`src/rtl/dds_hop_scheduler.sv`:
```
// Frequency-hop sequencer for the DDS I/Q core: single tone, one-shot or looping FTW sweep,
// holding each FTW for a programmed dwell while generating the PRT RF gate.
module dds_hop_scheduler #(
  parameter int FTW_W = 32,
  parameter int CNT_W = 32,
  parameter int IDX_W = 16
) (
  input  logic             clk_user_bufg,
  input  logic             rst_glb,
  input  logic             start,
  input  logic             stop_req,
  input  logic [1:0]       cfg_mode,
  input  logic [FTW_W-1:0] cfg_start_ftw,
  input  logic [FTW_W-1:0] cfg_stop_ftw,
  input  logic [FTW_W-1:0] cfg_step_ftw,
  input  logic [CNT_W-1:0] cfg_dwell,
  input  logic [CNT_W-1:0] cfg_prt_width,
  input  logic [CNT_W-1:0] cfg_prt_cycle,
  output logic [FTW_W-1:0] dds_ftw_o,
  output logic             dds_ftw_valid,
  input  logic             dds_ftw_ready,
  output logic             rf_gate,
  output logic             busy,
  output logic             done,
  output logic [IDX_W-1:0] hop_idx
);

  typedef enum logic [1:0] {S_IDLE, S_ISSUE, S_DWELL, S_DONE} state_e;
  typedef enum logic [1:0] {M_TONE, M_ONCE, M_LOOP} mode_e;
  typedef enum logic [1:0] {G_PAT, G_HIGH, G_LOW} gate_e;

  localparam logic [CNT_W-1:0] CNT_ONE = CNT_W'(1);
  localparam logic [IDX_W-1:0] IDX_ONE = IDX_W'(1);

  state_e           state_q, state_d;
  mode_e            mode_q, mode_d;
  gate_e            gmode_q, gmode_d;
  logic [FTW_W-1:0] start_ftw_q, start_ftw_d;
  logic [FTW_W-1:0] stop_ftw_q, stop_ftw_d;
  logic [FTW_W-1:0] step_ftw_q, step_ftw_d;
  logic [CNT_W-1:0] dwell_q, dwell_d;
  logic [CNT_W-1:0] prt_width_q, prt_width_d;
  logic [CNT_W-1:0] prt_cycle_q, prt_cycle_d;
  logic [FTW_W-1:0] ftw_q, ftw_d;
  logic             valid_q, valid_d;
  logic             gate_q, gate_d;
  logic             busy_q, busy_d;
  logic             done_q, done_d;
  logic [IDX_W-1:0] hop_idx_q, hop_idx_d;
  logic [CNT_W-1:0] dwell_cnt_q, dwell_cnt_d;
  logic [CNT_W-1:0] prt_cnt_q, prt_cnt_d;

  logic [FTW_W:0]   nxt_sum;
  logic             last_dwell;
  logic [CNT_W-1:0] prt_inc;

  function automatic logic gate_at(input gate_e gm, input logic [CNT_W-1:0] cnt,
                                   input logic [CNT_W-1:0] width);
    gate_at = (gm == G_HIGH) || ((gm == G_PAT) && (cnt < width));
  endfunction

  assign nxt_sum    = {1'b0, ftw_q} + {1'b0, step_ftw_q};
  assign last_dwell = (dwell_cnt_q == dwell_q - CNT_ONE);
  assign prt_inc    = (prt_cnt_q == prt_cycle_q - CNT_ONE) ? '0 : prt_cnt_q + CNT_ONE;

  always_comb begin
    state_d     = state_q;
    mode_d      = mode_q;
    gmode_d     = gmode_q;
    start_ftw_d = start_ftw_q;
    stop_ftw_d  = stop_ftw_q;
    step_ftw_d  = step_ftw_q;
    dwell_d     = dwell_q;
    prt_width_d = prt_width_q;
    prt_cycle_d = prt_cycle_q;
    ftw_d       = ftw_q;
    valid_d     = valid_q;
    gate_d      = 1'b0;
    done_d      = 1'b0;
    hop_idx_d   = hop_idx_q;
    dwell_cnt_d = dwell_cnt_q;
    prt_cnt_d   = prt_cnt_q;

    case (state_q)
      S_IDLE: begin
        if (start && !stop_req) begin
          start_ftw_d = cfg_start_ftw;
          stop_ftw_d  = cfg_stop_ftw;
          step_ftw_d  = cfg_step_ftw;
          dwell_d     = (cfg_dwell == '0) ? CNT_ONE : cfg_dwell;
          prt_width_d = cfg_prt_width;
          prt_cycle_d = cfg_prt_cycle;
          // A zero step can never advance, so it degenerates to a single tone.
          if (cfg_step_ftw == '0 || cfg_mode == 2'd0 || cfg_mode == 2'd3) mode_d = M_TONE;
          else if (cfg_mode == 2'd1)                                       mode_d = M_ONCE;
          else                                                             mode_d = M_LOOP;
          if (cfg_prt_width == '0)                                         gmode_d = G_LOW;
          else if (cfg_prt_cycle == '0 || cfg_prt_width >= cfg_prt_cycle)  gmode_d = G_HIGH;
          else                                                             gmode_d = G_PAT;
          ftw_d     = cfg_start_ftw;
          valid_d   = 1'b1;
          hop_idx_d = '0;
          state_d   = S_ISSUE;
        end
      end
      S_ISSUE: begin
        if (dds_ftw_ready) begin
          hop_idx_d   = hop_idx_q + IDX_ONE;
          valid_d     = 1'b0;
          dwell_cnt_d = '0;
          prt_cnt_d   = '0;
          gate_d      = gate_at(gmode_q, '0, prt_width_q);
          state_d     = S_DWELL;
        end
      end
      S_DWELL: begin
        if (!last_dwell || mode_q == M_TONE) begin
          dwell_cnt_d = last_dwell ? '0 : dwell_cnt_q + CNT_ONE;
          prt_cnt_d   = prt_inc;
          gate_d      = gate_at(gmode_q, prt_inc, prt_width_q);
        end else if (!nxt_sum[FTW_W] && nxt_sum[FTW_W-1:0] <= stop_ftw_q) begin
          ftw_d   = nxt_sum[FTW_W-1:0];
          valid_d = 1'b1;
          state_d = S_ISSUE;
        end else if (mode_q == M_LOOP) begin
          ftw_d   = start_ftw_q;
          valid_d = 1'b1;
          state_d = S_ISSUE;
        end else begin
          done_d  = 1'b1;
          state_d = S_DONE;
        end
      end
      default: state_d = S_IDLE;
    endcase

    // Abort drops everything except the last FTW and hop count.
    if (stop_req && state_q != S_IDLE) begin
      state_d = S_IDLE;
      valid_d = 1'b0;
      gate_d  = 1'b0;
      done_d  = 1'b0;
    end
    busy_d = (state_d != S_IDLE);
  end

  always_ff @(posedge clk_user_bufg or negedge rst_glb) begin
    if (!rst_glb) begin
      state_q     <= S_IDLE;
      mode_q      <= M_TONE;
      gmode_q     <= G_PAT;
      start_ftw_q <= '0;
      stop_ftw_q  <= '0;
      step_ftw_q  <= '0;
      dwell_q     <= '0;
      prt_width_q <= '0;
      prt_cycle_q <= '0;
      ftw_q       <= '0;
      valid_q     <= 1'b0;
      gate_q      <= 1'b0;
      busy_q      <= 1'b0;
      done_q      <= 1'b0;
      hop_idx_q   <= '0;
      dwell_cnt_q <= '0;
      prt_cnt_q   <= '0;
    end else begin
      state_q     <= state_d;
      mode_q      <= mode_d;
      gmode_q     <= gmode_d;
      start_ftw_q <= start_ftw_d;
      stop_ftw_q  <= stop_ftw_d;
      step_ftw_q  <= step_ftw_d;
      dwell_q     <= dwell_d;
      prt_width_q <= prt_width_d;
      prt_cycle_q <= prt_cycle_d;
      ftw_q       <= ftw_d;
      valid_q     <= valid_d;
      gate_q      <= gate_d;
      busy_q      <= busy_d;
      done_q      <= done_d;
      hop_idx_q   <= hop_idx_d;
      dwell_cnt_q <= dwell_cnt_d;
      prt_cnt_q   <= prt_cnt_d;
    end
  end

  assign dds_ftw_o     = ftw_q;
  assign dds_ftw_valid = valid_q;
  assign rf_gate       = gate_q;
  assign busy          = busy_q;
  assign done          = done_q;
  assign hop_idx       = hop_idx_q;

endmodule

```
`config.mk`:
```
export PLATFORM = sky130hd
export DESIGN_NAME = dds_hop_scheduler
export DESIGN_NICKNAME = d
export VERILOG_FILES = /design/src/rtl/dds_hop_scheduler.sv
export SDC_FILE = /design/constraint.sdc
export NUM_CORES = 1
export LEC_CHECK = 0
export CAP_MARGIN = 15
export CORE_ASPECT_RATIO = 1.75
export CORE_MARGIN = 3
export CORE_UTILIZATION = 45
export CTS_CLUSTER_DIAMETER = 40
export DETAILED_ROUTE_END_ITERATION = 8
export PLACE_DENSITY = 0.69
export SLEW_MARGIN = 40
export SYNTH_ARGS = -nofsm -noshare
export SYNTH_HDL_FRONTEND = slang
export SYNTH_SLANG_ARGS = --single-unit
```
`constraint.sdc`:
```
create_clock -name clk_user_bufg -period 4.75 [get_ports clk_user_bufg]
set_clock_uncertainty 0.05 [all_clocks]
set_input_delay 0.95 -clock clk_user_bufg [delete_from_list [all_inputs] [get_ports clk_user_bufg]]
set_output_delay 0.95 -clock clk_user_bufg [all_outputs]
set_load 0.05 [all_outputs]
```
==> Word level (Yosys, flattened, before mapping) <==
Cells that the tools add are included.
{ "totals": {"reg_bits": 314, "output_inout_bits": 52} }
{ "op_classes": {"n_mux": 43, "eq_ne": 17, "reduce_logical": 33, "magnitude_cmp": 4, "n_addsub": 6} }
{ "op_table": {"columns": ["operator", "count"], "rows": [
  ["32-bit two-way mux", 10],
  ["32-bit one-hot mux with 2 select lines", 3],
  ["32-bit logical NOT", 4],
  ["32-bit by 1-bit adder with 32-bit output (second input constant)", 2],
  ["32-bit equality test", 2],
  ["32-bit by 1-bit subtractor with 32-bit output (second input constant)", 2],
  ["32-bit by 32-bit adder with 33-bit output", 1],
  ["32-bit greater-or-equal comparator", 1],
  ["32-bit <= comparator", 1],
  ["1-bit by 32-bit less-than comparator with 1-bit output (first input constant)", 1],
  ["32-bit less-than comparator", 1],
  ["16-bit two-way mux", 2],
  ["16-bit one-hot mux with 2 select lines", 1],
  ["2-bit two-way mux", 9],
  ["16-bit by 1-bit adder with 16-bit output (second input constant)", 1],
  ["1-bit two-way mux", 15],
  ["3-bit inequality test (second input constant)", 4],
  ["2-bit nonzero test", 5],
  ["2-bit logical NOT", 4],
  ["2-bit inequality test (second input constant)", 4],
  ["2-bit by 1-bit equality test with 1-bit output (second input constant)", 3],
  ["2-bit equality test (second input constant)", 3],
  ["1-bit logical OR", 6],
  ["2-bit one-hot mux with 3 select lines", 1],
  ["other kinds (10)", 17]
]} }

==> Logic depth before layout (Yosys ltp) <==
Gate-level depths: netlist (run 1).
{ "depth": {"depth_word": 9, "depth_mapped": 24, "ltp_nobuf": 21} }

==> Worst setup path before layout (run 1) <==
No wires, ideal clock.
{ "synth_timing": {"path_type": "register -> register", "startpoint": "register ftw_q[1] (netlist: dds_ftw_o[1])", "endpoint": "register ftw_q[29] (netlist: dds_ftw_o[29])", "path_stages_with_launch": 22, "arrival_ns": 5.246, "required_time_ns": 4.573, "setup_time_ns": 0.127, "setup_slack_ns": -0.673, "cell_sequence": "dfrtp_1 > ha_1 > a211oi_1 > o21ai_0 > o311ai_0 > and2_1 > o21ai_0 > a31o_2 > a21oi_1 > xnor2_1 > ha_1 > nand4_1 > nor3_1 > nand2b_1 > nand4b_1 > a31oi_1 > nand2_1 > buf_1 > buf_1 > mux2i_1 > a21oi_1 > mux2_1"} }
{ "synth_via": {"elab_chain_cells": 6} }
{ "synth_rtl": {"columns": ["item", "line", "text"], "rows": [
  ["start, declared", "44", "logic [FTW_W-1:0] ftw_q, ftw_d;"],
  ["start signal, assigned", "176", "ftw_q <= ftw_d;"],
  ["32-bit by 32-bit adder with 33-bit output (*)", "62", "assign nxt_sum = {1'b0, ftw_q} + {1'b0, step_ftw_q};"],
  ["32-bit <= comparator or 1-bit logical NOT (tied branches)", "121", "end else if (!nxt_sum[FTW_W] && nxt_sum[FTW_W-1:0] <= stop_ftw_q) begin"],
  ["1-bit logical AND", "121", null],
  ["32-bit two-way mux", "121", null],
  ["32-bit two-way mux", "117", "if (!last_dwell || mode_q == M_TONE) begin"],
  ["32-bit one-hot mux with 2 select lines", "84", "case (state_q)"]
]} }
Mark *: on every way between the ends. The rest lies on a longest branch, timed or not. The select of a mux whose other input is x is not followed.
A chain may end at the register's enable or synchronous reset.

==> Worst setup path after layout (run 1) <==
{ "layout_timing": {"startpoint": "register step_ftw_q[0]", "endpoint": "register ftw_q[6] (netlist: dds_ftw_o[6])"} }
{ "layout_via": {"elab_chain_cells": 6} }
{ "layout_rtl": {"columns": ["item", "line", "text"], "rows": [
  ["start, declared", "40", "logic [FTW_W-1:0] step_ftw_q, step_ftw_d;"],
  ["start signal, assigned", "172", "step_ftw_q <= step_ftw_d;"],
  ["32-bit by 32-bit adder with 33-bit output (*)", "62", null],
  ["32-bit <= comparator or 1-bit logical NOT (tied branches)", "121", null],
  ["1-bit logical AND", "121", null],
  ["32-bit two-way mux", "121", null],
  ["32-bit two-way mux", "117", null],
  ["32-bit one-hot mux with 2 select lines", "84", null]
]} }
Marks and branches as above.

==> results of run 1 <==
## routing by layer
layer  GRT usage [%]  part of all wire (%)  up-vias
met5               0                 0.018        -
met4           16.33                   6.6        2
met3           3.088                   3.8      231
met2           53.77                    54      595
met1           30.12                    36     9865
li1                -                     -     9757
## power by group through the flow
stage          registers, mW  clock network [mW]  logic (mW)
6_report                4.46                3.02        14.7
4_1_cts                 4.40                3.07        14.3
2_1_floorplan           4.75                   0        7.40
3_5_place_dp            4.44                   0        12.9
5_1_grt                 4.57                3.18        15.9
3_3_place_gp            4.40                   0        12.7
## flip-flops by register name (all words and copies together) (netlist names)
signal,count
busy,1
dds_ftw_o,32
dds_ftw_valid,1
done,1
dwell_cnt_q,32
dwell_q,32
gmode_q,2
hop_idx,16
mode_q,2
prt_cnt_q,32
prt_cycle_q,32
prt_width_q,32
rf_gate,1
start_ftw_q,32
state_q,2
step_ftw_q,32
stop_ftw_q,32
## metrics by stage
step	instance area [um2]	hold WS [ns]	total power, mW	TNS, ns	util (%)
detailed placement	25810	0.4059	17.34	-19.74	55.87
global route	27970	0.2731	23.67	-19.39	60.54
CTS	27680	0.4202	21.83	-12.95	59.93
floorplan	21180	0.3798	12.15	-3.426	-
finish	27970	0.2565	22.20	-12.01	60.54
global placement	25790	0.3999	17.06	-16.22	55.84
## cell usage in the layout (no fill, tap or decap), types with 14 or more instances in the layout
master           synthesis  layout
a211oi_1                22      18
a21o_1                  58      58
a21oi_1                108      98
a22o_1                  16      16
a31oi_1                 28      25
and3_1                  30      29
buf_4                    4     248
clkbuf_16                0      39
clkdlybuf4s50_1          0     249
dfrtp_1                314     308
ha_1                   136     121
ha_4                     0      14
inv_1                  126     124
mux2_4                   0      32
mux2i_1                 27      27
nand2_1                495     491
nand2b_1                25      24
nand3_1                 64      64
nand4_1                 49      49
nor2_1                 156     152
nor2b_1                 23      22
nor3_1                  45      43
nor4_1                  70      62
o21ai_0                184     175
o31ai_1                 16      15
or3_1                   32      31
xnor2_1                 82      80
xor2_1                  52      50
## timing repair
item                                    CTS  global route
resized for setup                        70            47
hold buffers                              0             0
setup buffers                            19             6
endpoints found under the setup margin   36            36
cloned                                    4             0
pin swaps                                31            34
## worst paths after layout
kind | from | end | slack (ns) | cells past startpoint
min in group clk_user_bufg | start_ftw_q[27]$_DFFE_PN0P_ | start_ftw_q[27]$_DFFE_PN0P_ | 0.42 | 2
worst max-delay path | step_ftw_q[0]$_DFFE_PN0P_ | dds_ftw_o[6]$_DFFE_PN0P_ | -0.44 | 23
worst max register to register | step_ftw_q[0]$_DFFE_PN0P_ | dds_ftw_o[6]$_DFFE_PN0P_ | -0.44 | 23
worst min register to register | start_ftw_q[27]$_DFFE_PN0P_ | start_ftw_q[27]$_DFFE_PN0P_ | 0.42 | 2
worst min-delay path | rst_glb | dwell_q[3]$_DFFE_PN0P_ | 0.26 | 1
max in group asynchronous | rst_glb | prt_cycle_q[5]$_DFFE_PN0P_ | 3.25 | 3
## kinds of logic (layout without fill, tap and decap cells)
family	Yosys count	in the layout	synth area share, %
adders and majority gates	137	137	8.173
buffers and inverters	248	712	4.847
xor gates and xnor gates	134	134	5.572
and+or+nand+nor	1092	1092	25.00
other	0	1	0
muxes	63	63	3.208
AOI/OAI and AO/OA	526	526	15.90
DFF	314	314	37.30
## final cells by class
cell class                      instances  area (um2)  area share [%]
Sequential cell                       314        7865           28.12
Antenna cell                            1       2.502        0.008947
Clock inverter                         25       304.0           1.087
Timing Repair Buffer                  517        4746           16.97
Clock buffer                           44        1005           3.592
Tap cell                              583       729.5           2.608
Multi-Input combinational cell       1952       12840           45.92
Inverter                              126       473.0           1.691
==> impl_metrics.ini, run 1 <==
[run_status]
outcome = finished with violations
violations = setup timing

[pwr]
cellPowerDensity_nw_per_um2 = 793.8
max-vdd-ir-drop_uv = 664.0
leakage_nw = 12.86
seqPwrFrac_pct = 20.1
internal-power_mw = 12.32
switching_share_pct = 44.51
power_switching_mw = 9.881
clkPwrFrac_pct = 13.6
combPwrFrac_pct = 66.3

[timing]
min_period_ns = 5.187
rsz0062_at_grt = true
max_freq_ghz = 0.1928
final_max_slew_viol_count = 0
slew_headroom_pct = 46.12
setup_viol = 33
finalHoldViolations = 0
worstMarginPinSlew_ns = 0.8008
timing.final.ws_setup_ns = -0.4370
finalCritPeriodShare_pct = 109.2

[detailed_routing]
drt.antenna.violating_nets = 0
post_drt_wl_per_cell_um = 20.12
viasPerCell = 5.741
wirelength_um = 71650
vias = 20450
firstDrtPassIters = 5
drt_iter0_drc = 1120
drc = 0

[clocking]
clockRootBuffer = clkbuf_16
cts_buffer_depth = 3
clk_latency_ns = 0.55
cts_sinks = 314
cts.clk_slew.worst_paths_ns = 0.07
numCtsBuffers = 38
cts_tree = done
cts.htree.levels = 2

[global_routing]
grt_max_degree = 144
grt_pass1_vias = 21290
gr-total-overflow = 0
antenna_found_initial = 2
grt_usage_pct = 28.47
grt_pass1_wl_um = 112500

[finish]
syn_to_final_growth_pct = 32.78
fin_cells = 3562
fillers = 4028
fin_nets = 3285
drive_gt1_share_pct = 16.72

[yosys]
synth_area_per_cell_um2 = 8.379
yosysWarnings = 0
yosys-top-cells-count = 495 x nand2_1, 314 x dfrtp_1, 184 x o21ai_0, 156 x nor2_1, 136 x ha_1
syn_nets = 2850
yosysMostFrequentCell = nand2_1
yosysSeqAreaShare_pct = 37.30
synth_top_area_share_pct = 37.30
synth_area_leaders = dfrtp_1 37%, nand2_1 8.8%, ha_1 8.1%
ys_ff_latch = 314
syn_inst = 2514
synth_largest_area_cell = dfrtp_1
synth_ff_type = dfrtp_1
synth.distinct_cells = 87
syn_area_um2 = 21060
synth_edf_count = 0
ys_async_sr_fraction_pct = 100.0

[die]
row_count = 104
start_util_pct = 45.60
num_io_pins = 251
die_area_um2 = 49540
die_h_um = 292.2
die_w_um = 169.5
coreArea_um2 = 46190

[setup_path]
crit_family = compound AO/OA/AOI/OAI gates
cp-end-kind = register
cp.arrival_ns = 5.58
crit_buf_inv = 3
timing.critical_path.cells = ha_4 > fa_2 > a21o_1 > a2bb2oi_2 > o211ai_1 > a32oi_1 > buf_4 > o211ai_1 > nand2b_4 > a31oi_4 > xnor2_2 > ha_4 > and4_1 > a221oi_2 > nand2b_1 > nand4b_1 > a31oi_4 > a21oi_2 > o41ai_4 > o211a_4 > buf_12 > buf_12 > mux2_4
worst_ep_required_time_ns = 5.14
critPathLaunchType = register
cpMaxStageDelayCell = dfrtp_1
path_class = reg -> reg
path_max_fanout = 5
crit_path_max_incr_delay_ns = 0.42

[placement]
port_buffers = 250
place.gp.congestion = 0.9473
post-place-ws_ns = -0.6229
dp_cells = 3465
hpwlAfterDp_um = 55290

[job]
cap_violations = 0

[worst_hold_path]
hp-class = in -> async
Power figures use the tool's default switching activity.
==> run 2: changes to the inputs <==
- CAP_MARGIN: 15 -> 20
==> results of run 2 <==
The final DEF is identical to that of run 1; final timing and power are the same.
